<file path="config.mk">
export PLATFORM = sky130hd
export DESIGN_NAME = ps2_host_tx
export DESIGN_NICKNAME = d
export VERILOG_FILES = /design/src/rtl/ps2_pkg.sv /design/src/rtl/ps2_line_sync.sv /design/src/rtl/ps2_host_tx.sv
export SDC_FILE = /design/constraint.sdc
export NUM_CORES = 1
export LEC_CHECK = 0
export CAP_MARGIN = 20
export CORE_MARGIN = 5
export CORE_UTILIZATION = 53
export DETAILED_ROUTE_END_ITERATION = 12
export GPL_TIMING_DRIVEN = 0
export PLACE_DENSITY_LB_ADDON = 0.1
export REMOVE_ABC_BUFFERS = 1
export SLEW_MARGIN = 10
export SYNTH_ARGS = -nofsm -noshare
export SYNTH_HDL_FRONTEND = slang
export SYNTH_SLANG_ARGS = --single-unit
</file>
<file path="constraint.sdc">
create_clock -name Fast_Clock -period 2.2 [get_ports Fast_Clock]
set_clock_uncertainty 0.15 [all_clocks]
set_input_delay 0.33 -clock Fast_Clock [delete_from_list [all_inputs] [get_ports Fast_Clock]]
set_output_delay 0.33 -clock Fast_Clock [all_outputs]
set_load 0.02 [all_outputs]
</file>
<file path="src/rtl/ps2_pkg.sv">
// Shared PS/2 definitions: transmitter states, error codes
// and keyboard command bytes.
package ps2_pkg;

  typedef enum logic [2:0] {
    ST_IDLE,
    ST_INHIBIT,
    ST_RTS,
    ST_SEND,
    ST_WAIT_IDLE
  } tx_state_t;

  typedef enum logic [1:0] {
    ERR_OK      = 2'b00,
    ERR_NO_ACK  = 2'b01,
    ERR_TIMEOUT = 2'b10
  } tx_err_t;

  localparam logic [7:0] PS2_CMD_SET_LED = 8'hED;
  localparam logic [7:0] PS2_CMD_ENABLE  = 8'hF4;
  localparam logic [7:0] PS2_CMD_RESET   = 8'hFF;
  localparam logic [7:0] PS2_ACK_BYTE    = 8'hFA;

  // One counter serves inhibit, RTS and watchdog, so size it for the largest.
  function automatic int cnt_width(input int a, input int b, input int c);
    int m;
    m = (a > b) ? a : b;
    m = (m > c) ? m : c;
    return (m < 2) ? 1 : $clog2(m);
  endfunction

endpackage

</file>
<file path="src/rtl/ps2_line_sync.sv">
// Two-flop synchronizer for the PS/2 clock and data pads,
// plus clock falling-edge detect.
module ps2_line_sync (
  input  logic clk,
  input  logic rst_n,
  input  logic line_clk,
  input  logic line_data,
  output logic clk_sync,
  output logic data_sync,
  output logic clk_fall
);

  logic clk_meta;
  logic clk_prev;
  logic data_meta;

  // Idle bus level is high, so reset to 1 to avoid a phantom fall.
  always_ff @(posedge clk or negedge rst_n) begin
    if (!rst_n) begin
      clk_meta  <= 1'b1;
      clk_sync  <= 1'b1;
      clk_prev  <= 1'b1;
      data_meta <= 1'b1;
      data_sync <= 1'b1;
    end else begin
      clk_meta  <= line_clk;
      clk_sync  <= clk_meta;
      clk_prev  <= clk_sync;
      data_meta <= line_data;
      data_sync <= data_meta;
    end
  end

  assign clk_fall = clk_prev & ~clk_sync;

endmodule

</file>
<file path="src/rtl/ps2_host_tx.sv">
// Host-to-device PS/2 command transmitter: inhibit, request-to-send,
// 11-bit frame clocked by the device, ACK check and watchdog.
module ps2_host_tx
  import ps2_pkg::*;
#(
  parameter int CLK_HZ         = 50_000_000,
  parameter int INHIBIT_CYCLES = CLK_HZ / 10_000,
  parameter int RTS_CYCLES     = CLK_HZ / 100_000,
  parameter int TIMEOUT_CYCLES = CLK_HZ / 1000 * 15
) (
  input  logic       Fast_Clock,
  input  logic       Raw_Reset_I,
  input  logic       Tx_Start,
  input  logic [7:0] Tx_Byte,
  input  logic       KB_Clk,
  input  logic       KB_Data,
  output logic       KB_Clk_Low,
  output logic       KB_Data_Low,
  output logic       Busy,
  output logic       Done,
  output logic [1:0] Tx_Err
);

  localparam int CW = cnt_width(INHIBIT_CYCLES, RTS_CYCLES, TIMEOUT_CYCLES);
  localparam logic [CW-1:0] INH_LAST = CW'(INHIBIT_CYCLES - 1);
  localparam logic [CW-1:0] RTS_LAST = CW'(RTS_CYCLES - 1);
  localparam logic [CW-1:0] TO_LAST  = CW'(TIMEOUT_CYCLES - 1);

  logic clk_sync;
  logic data_sync;
  logic clk_fall;

  ps2_line_sync u_sync (
    .clk       (Fast_Clock),
    .rst_n     (Raw_Reset_I),
    .line_clk  (KB_Clk),
    .line_data (KB_Data),
    .clk_sync  (clk_sync),
    .data_sync (data_sync),
    .clk_fall  (clk_fall)
  );

  tx_state_t     state_q, state_d;
  tx_err_t       err_q, err_d;
  logic [CW-1:0] cnt_q, cnt_d;
  logic [3:0]    bit_q, bit_d;
  logic [8:0]    sh_q, sh_d;
  logic          clk_low_q, clk_low_d;
  logic          data_low_q, data_low_d;
  logic          busy_q, busy_d;
  logic          done_q, done_d;
  logic          timeout;

  assign timeout = (cnt_q == TO_LAST);

  always_ff @(posedge Fast_Clock or negedge Raw_Reset_I) begin
    if (!Raw_Reset_I) begin
      state_q    <= ST_IDLE;
      err_q      <= ERR_OK;
      cnt_q      <= '0;
      bit_q      <= '0;
      sh_q       <= '0;
      clk_low_q  <= 1'b0;
      data_low_q <= 1'b0;
      busy_q     <= 1'b0;
      done_q     <= 1'b0;
    end else begin
      state_q    <= state_d;
      err_q      <= err_d;
      cnt_q      <= cnt_d;
      bit_q      <= bit_d;
      sh_q       <= sh_d;
      clk_low_q  <= clk_low_d;
      data_low_q <= data_low_d;
      busy_q     <= busy_d;
      done_q     <= done_d;
    end
  end

  always_comb begin
    state_d    = state_q;
    err_d      = err_q;
    cnt_d      = cnt_q;
    bit_d      = bit_q;
    sh_d       = sh_q;
    clk_low_d  = clk_low_q;
    data_low_d = data_low_q;
    busy_d     = busy_q;
    done_d     = 1'b0;
    unique case (state_q)
      ST_IDLE: begin
        clk_low_d  = 1'b0;
        data_low_d = 1'b0;
        busy_d     = 1'b0;
        if (Tx_Start) begin
          sh_d      = {~^Tx_Byte, Tx_Byte};
          cnt_d     = '0;
          bit_d     = '0;
          err_d     = ERR_OK;
          busy_d    = 1'b1;
          clk_low_d = 1'b1;
          state_d   = ST_INHIBIT;
        end
      end
      ST_INHIBIT: begin
        if (cnt_q == INH_LAST) begin
          cnt_d      = '0;
          data_low_d = 1'b1;
          state_d    = ST_RTS;
        end else begin
          cnt_d = cnt_q + 1'b1;
        end
      end
      ST_RTS: begin
        if (cnt_q == RTS_LAST) begin
          cnt_d     = '0;
          bit_d     = '0;
          clk_low_d = 1'b0;
          state_d   = ST_SEND;
        end else begin
          cnt_d = cnt_q + 1'b1;
        end
      end
      ST_SEND: begin
        if (clk_fall) begin
          cnt_d = '0;
          bit_d = bit_q + 1'b1;
          if (bit_q <= 4'd8) begin
            // Data bits then parity leave LSB first.
            data_low_d = ~sh_q[0];
            sh_d       = {1'b0, sh_q[8:1]};
          end else if (bit_q == 4'd9) begin
            data_low_d = 1'b0;
          end else begin
            if (data_sync) err_d = ERR_NO_ACK;
            state_d = ST_WAIT_IDLE;
          end
        end else if (timeout) begin
          clk_low_d  = 1'b0;
          data_low_d = 1'b0;
          err_d      = ERR_TIMEOUT;
          done_d     = 1'b1;
          busy_d     = 1'b0;
          state_d    = ST_IDLE;
        end else begin
          cnt_d = cnt_q + 1'b1;
        end
      end
      ST_WAIT_IDLE: begin
        if (clk_sync && data_sync) begin
          done_d  = 1'b1;
          busy_d  = 1'b0;
          state_d = ST_IDLE;
        end else if (clk_fall) begin
          cnt_d = '0;
        end else if (timeout) begin
          clk_low_d  = 1'b0;
          data_low_d = 1'b0;
          err_d      = ERR_TIMEOUT;
          done_d     = 1'b1;
          busy_d     = 1'b0;
          state_d    = ST_IDLE;
        end else begin
          cnt_d = cnt_q + 1'b1;
        end
      end
      default: begin
        clk_low_d  = 1'b0;
        data_low_d = 1'b0;
        busy_d     = 1'b0;
        state_d    = ST_IDLE;
      end
    endcase
  end

  assign KB_Clk_Low  = clk_low_q;
  assign KB_Data_Low = data_low_q;
  assign Busy        = busy_q;
  assign Done        = done_q;
  assign Tx_Err      = err_q;

endmodule

</file>
# == Yosys cells after proc, flatten, opt, wreduce, memory -nomap -nowiden ==
# Cells that the tools add are included.
# word_totals
register_bits,47
output_inout_bits,6
elab_cells,113
# classes
addsub,2
order_cmp,1
n_eq_ne,20
mux,56
n_bitwise,5
reduce_logical,15
# op_table
op,n
$mux 20,6
$pmux 20 s5,1
$mux 3,9
$mux 9,3
$add 20x1->20 const B,1
$eq 20x13->1 const B,1
$eq 20x20->1 const B,1
$eq 20x9->1 const B,1
$mux 1,18
$pmux 9 s2,1
$mux 2,8
$pmux 3 s5,1
$ne 2x2->1 const B,7
$mux 4,3
$pmux 4 s3,1
$ne 3x3->1 const B,3
$pmux 1 s4,2
$reduce_and 4->1,2
$reduce_xnor 8->1,1
$reduce_and 7->1,1
$eq 3x2->1 const B,2
$pmux 2 s3,1
$reduce_and 3->1,2
$reduce_and 6->1,1
18 further kinds,22

# == Logic depth before layout (Yosys ltp) ==
# depth
word_depth,5
ltp_mapped,8

# == Modules after synthesis ==
# A second synthesis with hierarchy kept.
# unflattened
cells_unflattened,312
hier_area_um2,2815.2
# by_module_without_submodules
mod,n_inst,cells_each,area_per_inst_um2,seq_area_each_um2
ps2_host_tx,1,306,2670.1,1051.0
ps2_line_sync,1,6,145.1,131.4

# == Worst setup path before layout ==
# Ideal clock, no wire load.
# synth_timing
path_kind,flip-flop to flip-flop
startpoint,reg cnt_q[14]
endpoint,reg cnt_q[9]
setup_ns,0.119
t_arrival_ns,1.822
required_ns,1.931
setup_slack_ns,0.109
stages_incl_launch_ff,7
cell_sequence,dfrtp_1 -> nor4_2 -> nand4_2 -> o31ai_4 -> nor3b_4 -> buf_8 -> nor2_2
# synth_between
elab_chain_cells,5
# synth_lines
element,line,rtl
from (decl),ps2_host_tx.sv:45,"logic [CW-1:0] cnt_q, cnt_d;"
from (signal assigned),ps2_host_tx.sv:70,cnt_q <= cnt_d;
$eq 20x20->1,ps2_host_tx.sv:54,assign timeout = (cnt_q == TO_LAST);
$mux 20 (3 in series),n/a,
$pmux 20 s5 *,ps2_host_tx.sv:90,unique case (state_q)
# Mark *: on every way between the ends. The rest lies on a longest branch, timed or not. The select of a mux whose other input is x is not followed.
# A chain may end at the register's enable or synchronous reset.

# == Worst setup path in the final report ==
# layout_timing
startpoint,reg state_q[1]
endpoint,reg data_low_q (netlist: KB_Data_Low)
# layout_between
elab_chain_cells,3
# layout_lines
element,line,rtl
from (decl),ps2_host_tx.sv:43,"tx_state_t state_q, state_d;"
from (signal assigned),ps2_host_tx.sv:68,state_q <= state_d;
"$eq 3x2->1, or another cell as far along",ps2_host_tx.sv:90,
"$ne 4x4->1 (no line), or another cell as far along",n/a,
$reduce_and 5->1 (no line),n/a,
to (signal assigned),ps2_host_tx.sv:74,data_low_q <= data_low_d;
to (decl),ps2_host_tx.sv:49,"logic data_low_q, data_low_d;"
# Parallel ways exist; a longest one is shown, timed or not.

==> qor.yml <==
die_h_um: 82.5
drc: 0
clock-sinks: 47
yosysWarnings: 0
cp_slowest_cell: "a211oi_2"
end_kind: "flip-flop"
yosys.area.top_type_share_pct: 37.7
setup.worst_path.start_class: "flip-flop"
vdd_ir_drop_max_mv: 0.388
vias: 2305
power_per_cell_area_nw_per_um2: 777
cts.htree.levels: 2
synthTopCellsByArea: "dfrtp_1 38%, xnor2_1 6.6%, dfstp_2 4.7%"
drt_wl_total_um: 6440
final_design_area_no_fill_um2: 3410
placed_area_um2: 3020
max_cap_violations: 0
use_met2_pct: 34.3
start_util_pct: 54.6
drt-wirelength-per-cell_um: 16.2
antenna_found_initial: 0
design_power_total_mw: 2.65
coreArea_um2: 5110
areaGrowthSynthToFinish_pct: 22.3
grt_pass1_wl_um: 10200
multi_input_area_um2: 1640
yosysUniqueCellTypes: 63
nets: 344
die_w_um: 82.5
hold_viol: 0
port-buffer-count: 18
seq_area_um2: 1190
synth_edf_count: 0
arrival_ns: 2.22
grt_util_met3_pct: 3.25
overflow: 0
max_freq_mhz: 458
synth.avg_cell_area_um2: 9.55
synth_area_um2: 2790
setup_violations: 0
grt_max_degree: 28
hold_depth: 0
ys_ff_latch: 47
reg2reg_to: "KB_Data_Low"
period_minus_slack_ns: 2.18
drv_slew: 0
rrSetupSlack_ns: 0.02
synthCells: 292
reg2reg_depth: 6
synth_seq_area_share_pct: 42.4
dp_hpwl_um: 4350
synth.largest_area_cell: "dfrtp_1"
crit_type: "reg2reg"
diodes: 0
max_stage_delay_ns: 0.49
ios: 19
grt-busiest-layer: "met2"
finalWeightedCongestion: 0.836
worstPathRequired_ns: 2.23
cts_tree: "yes"
grt_pass1_vias: 2185
clock_latency_ns: 0.30
hold_path.class: "reg2reg"
drt-vias-per-instance: 5.79
synthArstFlopShare_pct: 100
drive_gt1_share_pct: 25.0
met1_usage_pct: 24.6
maxSlewHeadroom_pct: 65.3
worst_pin_slew_ns: 0.521
hold_path_end: "u_sync.clk_sync"
outcome: "finished clean"
cts_root_buffer: "clkbuf_8"
p_leak_nw: 1.30
num_rows: 26
holdWs_ns: 0.210
worstPathMaxFanout: 7
ys.flop_type: "dfrtp_1"
fill_cells: 442
r2r-start: "state_q[1]"
grt_use_total_pct: 19.4
final_cell_mix: "38 x dfrtp_1, 23 x nand2_1, 21 x xnor2_1"
path_cells: "buf_4 -> nand3b_1 -> a211oi_2 -> o31ai_1 -> a21bo_2 -> o2bb2a_1"
cts_buffer_depth: 2
rsz0062_at_grt: "yes"
final_common_cell: "dfrtp_1"
finalCritPeriodShare_pct: 99.1
setup_tns_ns: 0
hold_path_startpoint: "u_sync.clk_meta"
numCtsBuffers: 5
drtPass1Iterations: 4
dieArea_um2: 6810
drtIter0Drc: 139
antenna_left: 0
clk_pin_slew_worst_paths_ns: 0.09
state kept, by name (all words and copies together), names as in the netlist, 2 cells and up:
name / flops
sh_q: 9
bit_q: 4
cnt_q: 20
Tx_Err: 2
state_q: 3
layer usage:
metal | vias to the layer above | routed length, um
li1 | 1140 | -
met1 | 1115 | 2810
met2 | 46 | 3320
met3 | 4 | 261
met4 | 0 | 46
met5 | - | 0
stage by stage:
| step | util (%) | cells | setup WS (ns) |
|---|---|---|---|
| after floorplan | - | 280 | -0.241 |
| after global placement | 58.5 | 368 | -1.08 |
| after detailed placement | 59.2 | 370 | -0.650 |
| after CTS | 62.7 | 384 | 0.00339 |
| after global routing | 66.8 | 398 | -0.0724 |
| final | 66.8 | 398 | 0.0189 |
cells by family after synthesis:
kind of cell | synth area share [%]
and+or+nand+nor | 26.9
AOI/OAI and AO/OA | 15.9
DFF | 42.4
xor gates and xnor gates | 6.60
buffers and inverters | 3.54
muxes | 2.87
adders and majority gates | 1.79
critical path, delay by kind of cell, from the launching register on:
| family | cells | cell delay, ns |
|---|---|---|
| and+or+nand+nor | 1 | 0.24 |
| buffers and inverters | 1 | 0.14 |
| AOI/OAI and AO/OA | 4 | 1.06 |
| DFF | 1 | 0.47 |
synthesized netlist by cell type (3+ instances only):
| library cell | instances |
|---|---|
| mux2i_1 | 8 |
| nand2b_1 | 3 |
| nand4_1 | 6 |
| o211ai_1 | 4 |
| nor2_2 | 10 |
| o21ai_0 | 16 |
| o22ai_1 | 5 |
| nor3_1 | 10 |
| a21oi_1 | 11 |
| nor2_1 | 19 |
| a22o_1 | 4 |
| a211oi_1 | 3 |
| nand3_1 | 9 |
| inv_1 | 8 |
| clkbuf_1 | 5 |
| nor3b_1 | 4 |
| nor4_1 | 8 |
| dfstp_2 | 5 |
| nand2_1 | 23 |
| buf_2 | 3 |
| xnor2_1 | 21 |
| nor2b_1 | 4 |
| and3_1 | 3 |
| nand3b_1 | 5 |
| ha_1 | 4 |
| o31ai_1 | 4 |
| dfrtp_1 | 42 |
cell type report:
class	count	area share, %
clock buffer	5	2.02
clock inverter	3	0.587
inverter	8	0.880
multi-input combinational	225	48.0
sequential	47	34.8
tap	70	2.57
timing repair buffer	40	11.1
how the worst max path moves through the flow:
stage	start	to	slack, ns	depth (start not counted)
after floorplan	state_q[1]	cnt_q[17]	-0.24	5
after global placement	Tx_Start	cnt_q[17]	-1.08	6
after detailed placement	state_q[2]	cnt_q[7]	-0.65	5
after CTS	cnt_q[0]	cnt_q[7]	0.003	7
after global routing	state_q[2]	KB_Data_Low	-0.07	5
final	state_q[1]	KB_Data_Low	0.02	6
timing repair:
item	in CTS	in global routing
buffers inserted	5	14
hold buffers	1	0
resized for setup	12	19
gates cloned	0	0
pin swaps	3	8
endpoints found under the setup margin	32	32
hold endpoints to repair	20	0
where the power goes:
| part | leakage, nW | switching (mW) | internal, mW |
|---|---|---|---|
| logic | 0.647 | 0.528 | 0.450 |
| clock network | 0.0402 | 0.298 | 0.221 |
| registers | 0.610 | 0.135 | 1.02 |
| total | 1.30 | 0.961 | 1.69 |
Power figures use the tool's default switching activity.
